`config.mk`:
```
export PLATFORM = sky130hd
export DESIGN_NAME = shift_deserializer
export DESIGN_NICKNAME = d
export VERILOG_FILES = /design/src/rtl/shift_deser_pkg.sv /design/src/rtl/deser_outbuf.sv /design/src/rtl/shift_deserializer.sv
export SDC_FILE = /design/constraint.sdc
export NUM_CORES = 1
export LEC_CHECK = 0
export CAP_MARGIN = 25
export CORE_ASPECT_RATIO = 1.1
export CORE_MARGIN = 2
export CORE_UTILIZATION = 57
export CTS_BUF_LIST = sky130_fd_sc_hd__clkbuf_4
export DETAILED_ROUTE_END_ITERATION = 8
export GPL_TIMING_DRIVEN = 0
export PLACE_DENSITY = 0.86
export SETUP_SLACK_MARGIN = 0.15
export SKIP_CTS_REPAIR_TIMING = 1
export SLEW_MARGIN = 5
export SYNTH_ARGS = -nofsm -noshare
export SYNTH_HDL_FRONTEND = slang
export SYNTH_SLANG_ARGS = --single-unit
export TNS_END_PERCENT = 5
```
`constraint.sdc`:
```
create_clock -name clk -period 2.2 [get_ports clk]
set_input_delay 0.55 -clock clk [delete_from_list [all_inputs] [get_ports clk]]
set_output_delay 0.55 -clock clk [all_outputs]
set_load 0.05 [all_outputs]
```
`src/rtl/shift_deser_pkg.sv`:
```
// Shared types and helpers for the shift_deserializer receive stage.
//   state_t   : COLLECT while data bits are arriving, PARITY while waiting
//               for the trailing parity strobe (parity builds only).
//   cnt_width : bit-counter width able to hold 0..BITWIDTH+1.
package shift_deser_pkg;

  typedef enum logic {
    COLLECT = 1'b0,
    PARITY  = 1'b1
  } state_t;

  function automatic int cnt_width(input int bw);
    return $clog2(bw + 2);
  endfunction

endpackage

```
`src/rtl/deser_outbuf.sv`:
```
// One-entry val/rdy holding buffer for completed words.
//   clk, reset : clock, synchronous active-high reset
//   load, data : a completed word is offered this cycle
//   rdy        : consumer accepts msg when val & rdy
//   val, msg   : registered buffer contents
//   overflow   : sticky, set when an offered word could not be loaded
module deser_outbuf #(
  parameter int W = 33
) (
  input  logic         clk,
  input  logic         reset,
  input  logic         load,
  input  logic [W-1:0] data,
  input  logic         rdy,
  output logic         val,
  output logic [W-1:0] msg,
  output logic         overflow
);

  logic drain;
  logic accept;

  assign drain  = val & rdy;
  // A word may replace an entry that is leaving this very cycle.
  assign accept = load & (~val | rdy);

  always_ff @(posedge clk) begin
    if (reset) begin
      val      <= 1'b0;
      msg      <= '0;
      overflow <= 1'b0;
    end else begin
      if (accept) begin
        msg <= data;
        val <= 1'b1;
      end else if (drain) begin
        val <= 1'b0;
      end
      if (load && !accept) overflow <= 1'b1;
    end
  end

endmodule

```
`src/rtl/shift_deserializer.sv`:
```
// Serial-to-parallel receive stage for an MSB-first bit stream.
// Optional feature macro: SHIFT_DESER_PARITY_EN (adds a trailing even-parity
// strobe per word and drives out_perr).
//   clk, reset : clock, synchronous active-high reset
//   in         : serial bit, sampled when shift_en = 1
//   shift_en   : bit strobe
//   sync       : word-boundary resync, discards any partial word
//   out_msg    : assembled word, MSB = first bit received
//   out_val    : out_msg valid
//   out_rdy    : consumer accepts when out_val & out_rdy
//   out_perr   : parity error for out_msg (0 when parity is compiled out)
//   overflow   : sticky, a completed word was dropped
module shift_deserializer
  import shift_deser_pkg::*;
#(
  parameter int BITWIDTH = 32
) (
  input  logic                clk,
  input  logic                reset,
  input  logic                in,
  input  logic                shift_en,
  input  logic                sync,
  output logic [BITWIDTH-1:0] out_msg,
  output logic                out_val,
  input  logic                out_rdy,
  output logic                out_perr,
  output logic                overflow
);

  localparam int CW = cnt_width(BITWIDTH);
  localparam logic [CW-1:0] LAST = CW'(BITWIDTH - 1);
  localparam logic [CW-1:0] FULL = CW'(BITWIDTH);

  logic [BITWIDTH-2:0] shreg, shreg_nxt;
  logic [CW-1:0]       cnt, cnt_nxt;
  logic [BITWIDTH-1:0] assembled;
  logic [BITWIDTH-1:0] word;
  logic                word_done;
  logic                perr;
  state_t              state;

`ifdef SHIFT_DESER_PARITY_EN
  logic [BITWIDTH-1:0] stage, stage_nxt;
`endif

  // The counter itself is the state register; PARITY is the one count
  // beyond the data bits.
  assign state     = (cnt == FULL) ? PARITY : COLLECT;
  assign assembled = {shreg, in};

  always_ff @(posedge clk) begin
    if (reset) begin
      cnt   <= '0;
      shreg <= '0;
`ifdef SHIFT_DESER_PARITY_EN
      stage <= '0;
`endif
    end else begin
      cnt   <= cnt_nxt;
      shreg <= shreg_nxt;
`ifdef SHIFT_DESER_PARITY_EN
      stage <= stage_nxt;
`endif
    end
  end

  always_comb begin
    cnt_nxt   = cnt;
    shreg_nxt = shreg;
    word_done = 1'b0;
    word      = assembled;
    perr      = 1'b0;
`ifdef SHIFT_DESER_PARITY_EN
    stage_nxt = stage;
`endif
    if (sync) begin
      // A strobe coinciding with sync is bit 0 of the fresh word.
      cnt_nxt   = shift_en ? CW'(1) : '0;
      shreg_nxt = shift_en ? (BITWIDTH-1)'(in) : '0;
    end else if (shift_en) begin
      unique case (state)
        COLLECT: begin
          if (cnt == LAST) begin
            shreg_nxt = '0;
`ifdef SHIFT_DESER_PARITY_EN
            stage_nxt = assembled;
            cnt_nxt   = FULL;
`else
            word_done = 1'b1;
            cnt_nxt   = '0;
`endif
          end else begin
            shreg_nxt = assembled[BITWIDTH-2:0];
            cnt_nxt   = cnt + CW'(1);
          end
        end
        PARITY: begin
`ifdef SHIFT_DESER_PARITY_EN
          word_done = 1'b1;
          word      = stage;
          perr      = ^{stage, in};
          cnt_nxt   = '0;
`endif
        end
        default: cnt_nxt = '0;
      endcase
    end
  end

  deser_outbuf #(
    .W(BITWIDTH + 1)
  ) u_outbuf (
    .clk      (clk),
    .reset    (reset),
    .load     (word_done),
    .data     ({perr, word}),
    .rdy      (out_rdy),
    .val      (out_val),
    .msg      ({out_perr, out_msg}),
    .overflow (overflow)
  );

endmodule
```
==> results.ini, run 1 <==
[synthesis]
syn_area_per_cell_sq_um=10.2
synth_edf_count=0
synth_cells=307
yosysSeqAreaShare_pct=45.3
synth_top_area_share_pct=45.3
ys.flop_type=dfxtp_1
synthSimpleGateAreaFrac_pct=25.0
syn_nets=315
synth.distinct_cells=36
synth_most_common_cell=dfxtp_1
syn_area_sq_um=3130
synth_compound_area_share_pct=11.5
synth_area_leaders=dfxtp_1, nand2b_1, mux2i_1
post_synth_fa_ha_maj_area_fraction_pct=0.798
synthTopCellsByCount=dfxtp_1, nand2b_1, mux2i_1
synth_xor_area_share_pct=0.559
synth_seq_cells=71
synth.mux.area_fraction_pct=10.2
ys_warn_count=0
synth_top_family_by_area=simple AND/OR/NAND/NOR gates
async_reset_ff_share_pct=0
yosys.area.top_type=dfxtp_1

[worst_hold_path]
holdPathEnd=u_outbuf.overflow
hold_path.class=reg2reg
min_path_cells=2
min-delay-start=u_outbuf.overflow

[place]
numPortBuffers=39
dp_cells=421
dp_hpwl_um=4350
gp_congestion=0.802

[drt]
wl_um=6340
drc=0
ant_nets=0
dr.pass1.iters=4
vias=2434
viasPerCell=5.58
wl_per_cell_um=14.5
drt_iter0_markers=160

[clocking]
cts_tree=built
numClockSinks=71
cts_buffers=9
h-tree-depth=3
clock_tree.buffer_depth=2
clk-insertion-delay-late_ns=0.42
cts_root_buf=clkbuf_4
path_clk_slew_ns=0.10

[power]
ir_drop_mv=0.356
finalPower_mw=2.20
p_per_area_nw_per_um2=586
power.leakage_nw=1.45

[cells_and_area]
n_antenna_cell=0
multi_input_area_sq_um=1510
drive_above_1_share_pct=8.03
instances_no_fill=436
fin_nets=365
fillers=432
seq_area_sq_um=1420
syn_to_final_growth_pct=19.6

[worst_setup_path]
crit_path_cell_trace=clkdlybuf4s50_1
crit_required_ns=1.65
cp_max_fo=2
crit_path_max_incr_delay_ns=0.82
slowest_stage=clkdlybuf4s50_1
critical_path_buf_inv_count=1
endpoint_kind=output port
arrival_ns=1.60
r2r_setup_slack_ns=0.29
cp_top_family=buffers and inverters
cp-start-kind=flip-flop
r2r_start=cnt[0]
path_class=reg2out
reg2reg_depth=6
reg2reg_to=u_outbuf.msg[21]

[outcome]
status=finished clean

[timing]
skew_ns=0.0110
relSlewSlack_pct=66.3
rsz0062_at_grt=yes
fmax_mhz=464
worst_pin_slew_ns=0.504
slew_viol_final=0
timing.final.crit_share_pct=97.9
final-hold-violation-count=0
post-route-min-period_ns=2.15
setup_viol_count_final=0

[global_routing]
antenna_found_initial=0
first_global_vias=2217
grt-ovfl-total=0
grt_pass1_wl_um=10300
grt_usage_pct=22.2
grt_start_max_net_pins=12

[job]
drv_cap=0

[floorplanning]
die_w_um=74.7
start_util_pct=58.5
design.portCount=41
num_rows=28
die_area_sq_um=6110
core_area_sq_um=5360
die_y_um=81.8

placed cells by master (no fill, tap or decap), drive strengths merged, types with 3 or more instances in the layout:
cell type and count:
clkbuf 29, a21oi 4, clkinv 3, nand2 4, inv 6, dfxtp 71
nor2b 4, o32ai 31, nand3b 27, nand2b 68, clkdlybuf4s50 38, buf 11
mux2i 32
cell type report:
type	instances	area share, %
Tap cell	75	2.50
Clock inverter	5	1.34
Inverter	6	0.601
Sequential cell	71	37.9
Timing Repair Buffer	39	10.5
Clock buffer	10	2.00
Multi-Input combinational cell	200	40.3
Buffer	30	4.87
where the power goes:
group | internal [mW] | switching, mW | leakage [nW]
Clock | 0.344 | 0.439 | 0.0673
Combinational | 0.0498 | 0.0722 | 0.815
Sequential | 1.29 | 0.00329 | 0.572
registers in the layout, indices dropped and copies added, names as in the netlist:
signal and flops:
u_outbuf.val 1, u_outbuf.overflow 1, u_outbuf.msg 32, cnt 6, shreg 31
stage by stage:
step	TNS (ns)	utilization (%)	worst slack (ns)	hold WS, ns	area (sq um)
after CTS	0	69.8	0.0323	0.468	3740
after global routing	0	69.9	0.00373	0.487	3750
after detailed placement	-6.56	67.5	-0.258	0.448	3620
after global placement	-3.99	67.5	-0.167	0.441	3620
final	0	69.9	0.0452	0.465	3750
after floorplan	0	-	0.549	0.459	3130
metal layers:
metal | part of all wire (%) | vias to the layer above | global-route usage, %
li1 | - | 1197 | -
met1 | 47 | 1165 | 29.0
met2 | 48 | 58 | 34.9
met3 | 3.4 | 14 | 3.68
met4 | 2.5 | 0 | 12.5
met5 | 0 | - | 0
worst max path at each step:
stage | startpoint | end | cells past startpoint
2_1_floorplan | cnt[0] | u_outbuf.msg[10] | 6
3_5_place_dp | shift_en | shreg[23] | 6
4_1_cts | u_outbuf.msg[30] | out_msg[30] | 1
3_3_place_gp | shift_en | shreg[3] | 6
6_report | u_outbuf.msg[30] | out_msg[30] | 1
5_1_grt | shift_en | shreg[10] | 6
cell families after synthesis:
kind of cell             after synthesis
flip-flops                            71
AND/OR/NAND/NOR                      118
other                                  1
buffers and inverters                 36
adder cells (fa/ha/maj)                2
XOR/XNOR                               2
multiplexers                          32
AO/OA/AOI/OAI                         45
Note: power is estimated with default switching activity, not from simulation.
==> inputs of run 2 (changes only) <==
--- a/config.mk
+++ b/config.mk
@@ -6,7 +6,7 @@
 export NUM_CORES = 1
 export LEC_CHECK = 0
 export CAP_MARGIN = 25
-export CORE_ASPECT_RATIO = 1.1
+export CORE_ASPECT_RATIO = 0.7
 export CORE_MARGIN = 2
 export CORE_UTILIZATION = 57
 export CTS_BUF_LIST = sky130_fd_sc_hd__clkbuf_4
==> results.ini, run 2 (same netlist as run 1, synthesis figures left out) <==
[power]
swShare_pct=23.0  ; was 23.4%
p_int_mw=1.81  ; was 1.68 mW
p_per_area_nw_per_um2=621  ; was 586 nW/um^2
switchingPower_uw=539  ; was 515 uW
finalPower_mw=2.35  ; was 2.20 mW
pwr-share-comb_pct=5.3  ; was 5.6%
power_frac_seq_pct=55.0  ; was 58.8%
power.leakage_nw=1.49  ; was 1.45 nW
clkPwrFrac_pct=39.7  ; was 35.7%
ir_drop_mv=0.469  ; was 0.356 mV

[global_routing]
met2_usage_pct=33.7  ; was 34.9%
first_global_vias=2293  ; was 2217
grt_start_max_net_pins=13  ; was 12
grt_use_met3_pct=7.41  ; was 3.68%
top_usage_layer=met2  ; unchanged
grt_usage_pct=22.3  ; was 22.2%
antenna_found_initial=0  ; unchanged
grt_pass1_wl_um=10700  ; was 10300 um
grt-ovfl-total=0  ; unchanged
grtUsageMet1_pct=31.1  ; was 29.0%

[floorplanning]
die_y_um=66.0  ; was 81.8 um
start_util_pct=59.3  ; was 58.5%
design.portCount=41  ; unchanged
core_area_sq_um=5290  ; was 5360 sq um
die_w_um=92.6  ; was 74.7 um
die_area_sq_um=6120  ; was 6110 sq um
num_rows=22  ; was 28

[worst_setup_path]
cp-startpoint=u_outbuf.msg[22]  ; was u_outbuf.msg[30]
crit_path_max_incr_delay_ns=0.81  ; was 0.82 ns
critical_path_buf_inv_count=1  ; unchanged
crit_path_cell_trace=clkdlybuf4s50_1  ; unchanged
endpoint_kind=output port  ; unchanged
arrival_ns=1.59  ; was 1.60 ns
r2r_start=cnt[0]  ; unchanged
slowest_stage=clkdlybuf4s50_1  ; unchanged
crit_required_ns=1.65  ; about the same
cp-start-kind=flip-flop  ; unchanged
cp_top_family=buffers and inverters  ; unchanged
cp_max_fo=2  ; unchanged
path_class=reg2out  ; unchanged

[timing]
setup_viol_count_final=0  ; unchanged
fmax_mhz=467  ; was 464 MHz
tns_ns=0  ; unchanged
final-hold-violation-count=0  ; unchanged
holdWs_ns=0.469  ; was 0.465 ns
skew_ns=0.00945  ; was 0.0110 ns
timing.final.crit_share_pct=97.2  ; was 97.9%
worst_pin_slew_ns=0.501  ; was 0.504 ns
post-route-min-period_ns=2.14  ; was 2.15 ns
rsz0062_at_grt=yes  ; unchanged
setup_ws_ns=0.0606  ; was 0.0452 ns
relSlewSlack_pct=66.5  ; was 66.3%
slew_viol_final=0  ; unchanged

[clocking]
cts_buffers=9  ; unchanged
clk-insertion-delay-late_ns=0.42  ; about the same
numClockSinks=71  ; unchanged
h-tree-depth=3  ; unchanged
cts_tree=built  ; unchanged
path_clk_slew_ns=0.12  ; was 0.10 ns
clock_tree.buffer_depth=2  ; unchanged
cts_root_buf=clkbuf_4  ; unchanged

[cells_and_area]
top_regs=u_outbuf.msg (32), shreg (31), cnt (6)  ; unchanged
syn_to_final_growth_pct=20.6  ; was 19.6%
largest_reg_flops=32  ; unchanged
seq_area_sq_um=1420  ; unchanged
drive_above_1_share_pct=8.29  ; was 8.03%
final_cell_mix=dfxtp_1, nand2b_1, clkdlybuf4s50_1  ; unchanged
multi_input_area_sq_um=1510  ; unchanged
final_core_util_pct=71.5  ; was 69.9%
final_common_cell=dfxtp_1  ; unchanged
n_antenna_cell=0  ; unchanged
top_register=u_outbuf.msg  ; unchanged
fillers=408  ; was 432
fin_nets=365  ; unchanged

[drt]
wl_um=6440  ; was 6340 um
wl_per_cell_um=14.8  ; was 14.5 um
vias=2406  ; was 2434
drc=0  ; unchanged
dr.pass1.iters=4  ; unchanged
ant_nets=0  ; unchanged
drt_iter0_markers=196  ; was 160
viasPerCell=5.54  ; was 5.58

[worst_hold_path]
hold_path.class=reg2reg  ; unchanged
min-delay-start=u_outbuf.overflow  ; unchanged

[place]
post-place-ws_ns=-0.211  ; was -0.258 ns
numPortBuffers=39  ; unchanged
dp_hpwl_um=4390  ; was 4350 um
gp_congestion=0.926  ; was 0.802

[job]
drv_cap=0  ; unchanged

[outcome]
status=finished clean  ; unchanged

run 2: cell count changes in the layout (fill, tap and decap cells not counted), sizes merged:
cell           change
bufinv             +1
clkdlybuf4s50      -1
dlymetal6s2s       +1
run 2: power by group through the flow:
stage          Sequential, mW  Combinational [mW]  Clock [mW]
2_1_floorplan            1.32              0.0842           0
3_3_place_gp             1.32               0.120           0
3_5_place_dp             1.32               0.121           0
4_1_cts                  1.29               0.122       0.951
5_1_grt                  1.29               0.133        1.00
6_report                 1.29               0.123       0.931
run 2: metrics by stage:
step	instance area, sq um	cells
floorplan	3130	307
global placement	3610	418
detailed placement	3610	418
CTS	3770	434
global route	3780	434
finish	3780	434
run 2: area by class of cell:
class | instances | share of cell area [%]
flip-flops and latches | 71 | 37.6
multi-input cells | 200 | 39.9
well taps | 72 | 2.38
repair buffers | 39 | 10.5
clock buffers | 10 | 1.99
plain buffers | 30 | 4.80
clock inverters | 6 | 2.25
inverters | 6 | 0.596
run 2: final timing paths:
path | endpoint | slack (ns) | cells past startpoint
setup / recovery | out_msg[22] | 0.06 | 1
hold / removal | u_outbuf.overflow | 0.47 | 2
setup reg to reg | u_outbuf.msg[30] | 0.36 | 6
hold reg to reg | u_outbuf.overflow | 0.47 | 2
run 2: per-layer routing:
metal,up-vias,wire length [um]
met5,-,0
met4,0,65
met3,9,347
met2,69,2870
met1,1134,3150
li1,1194,-
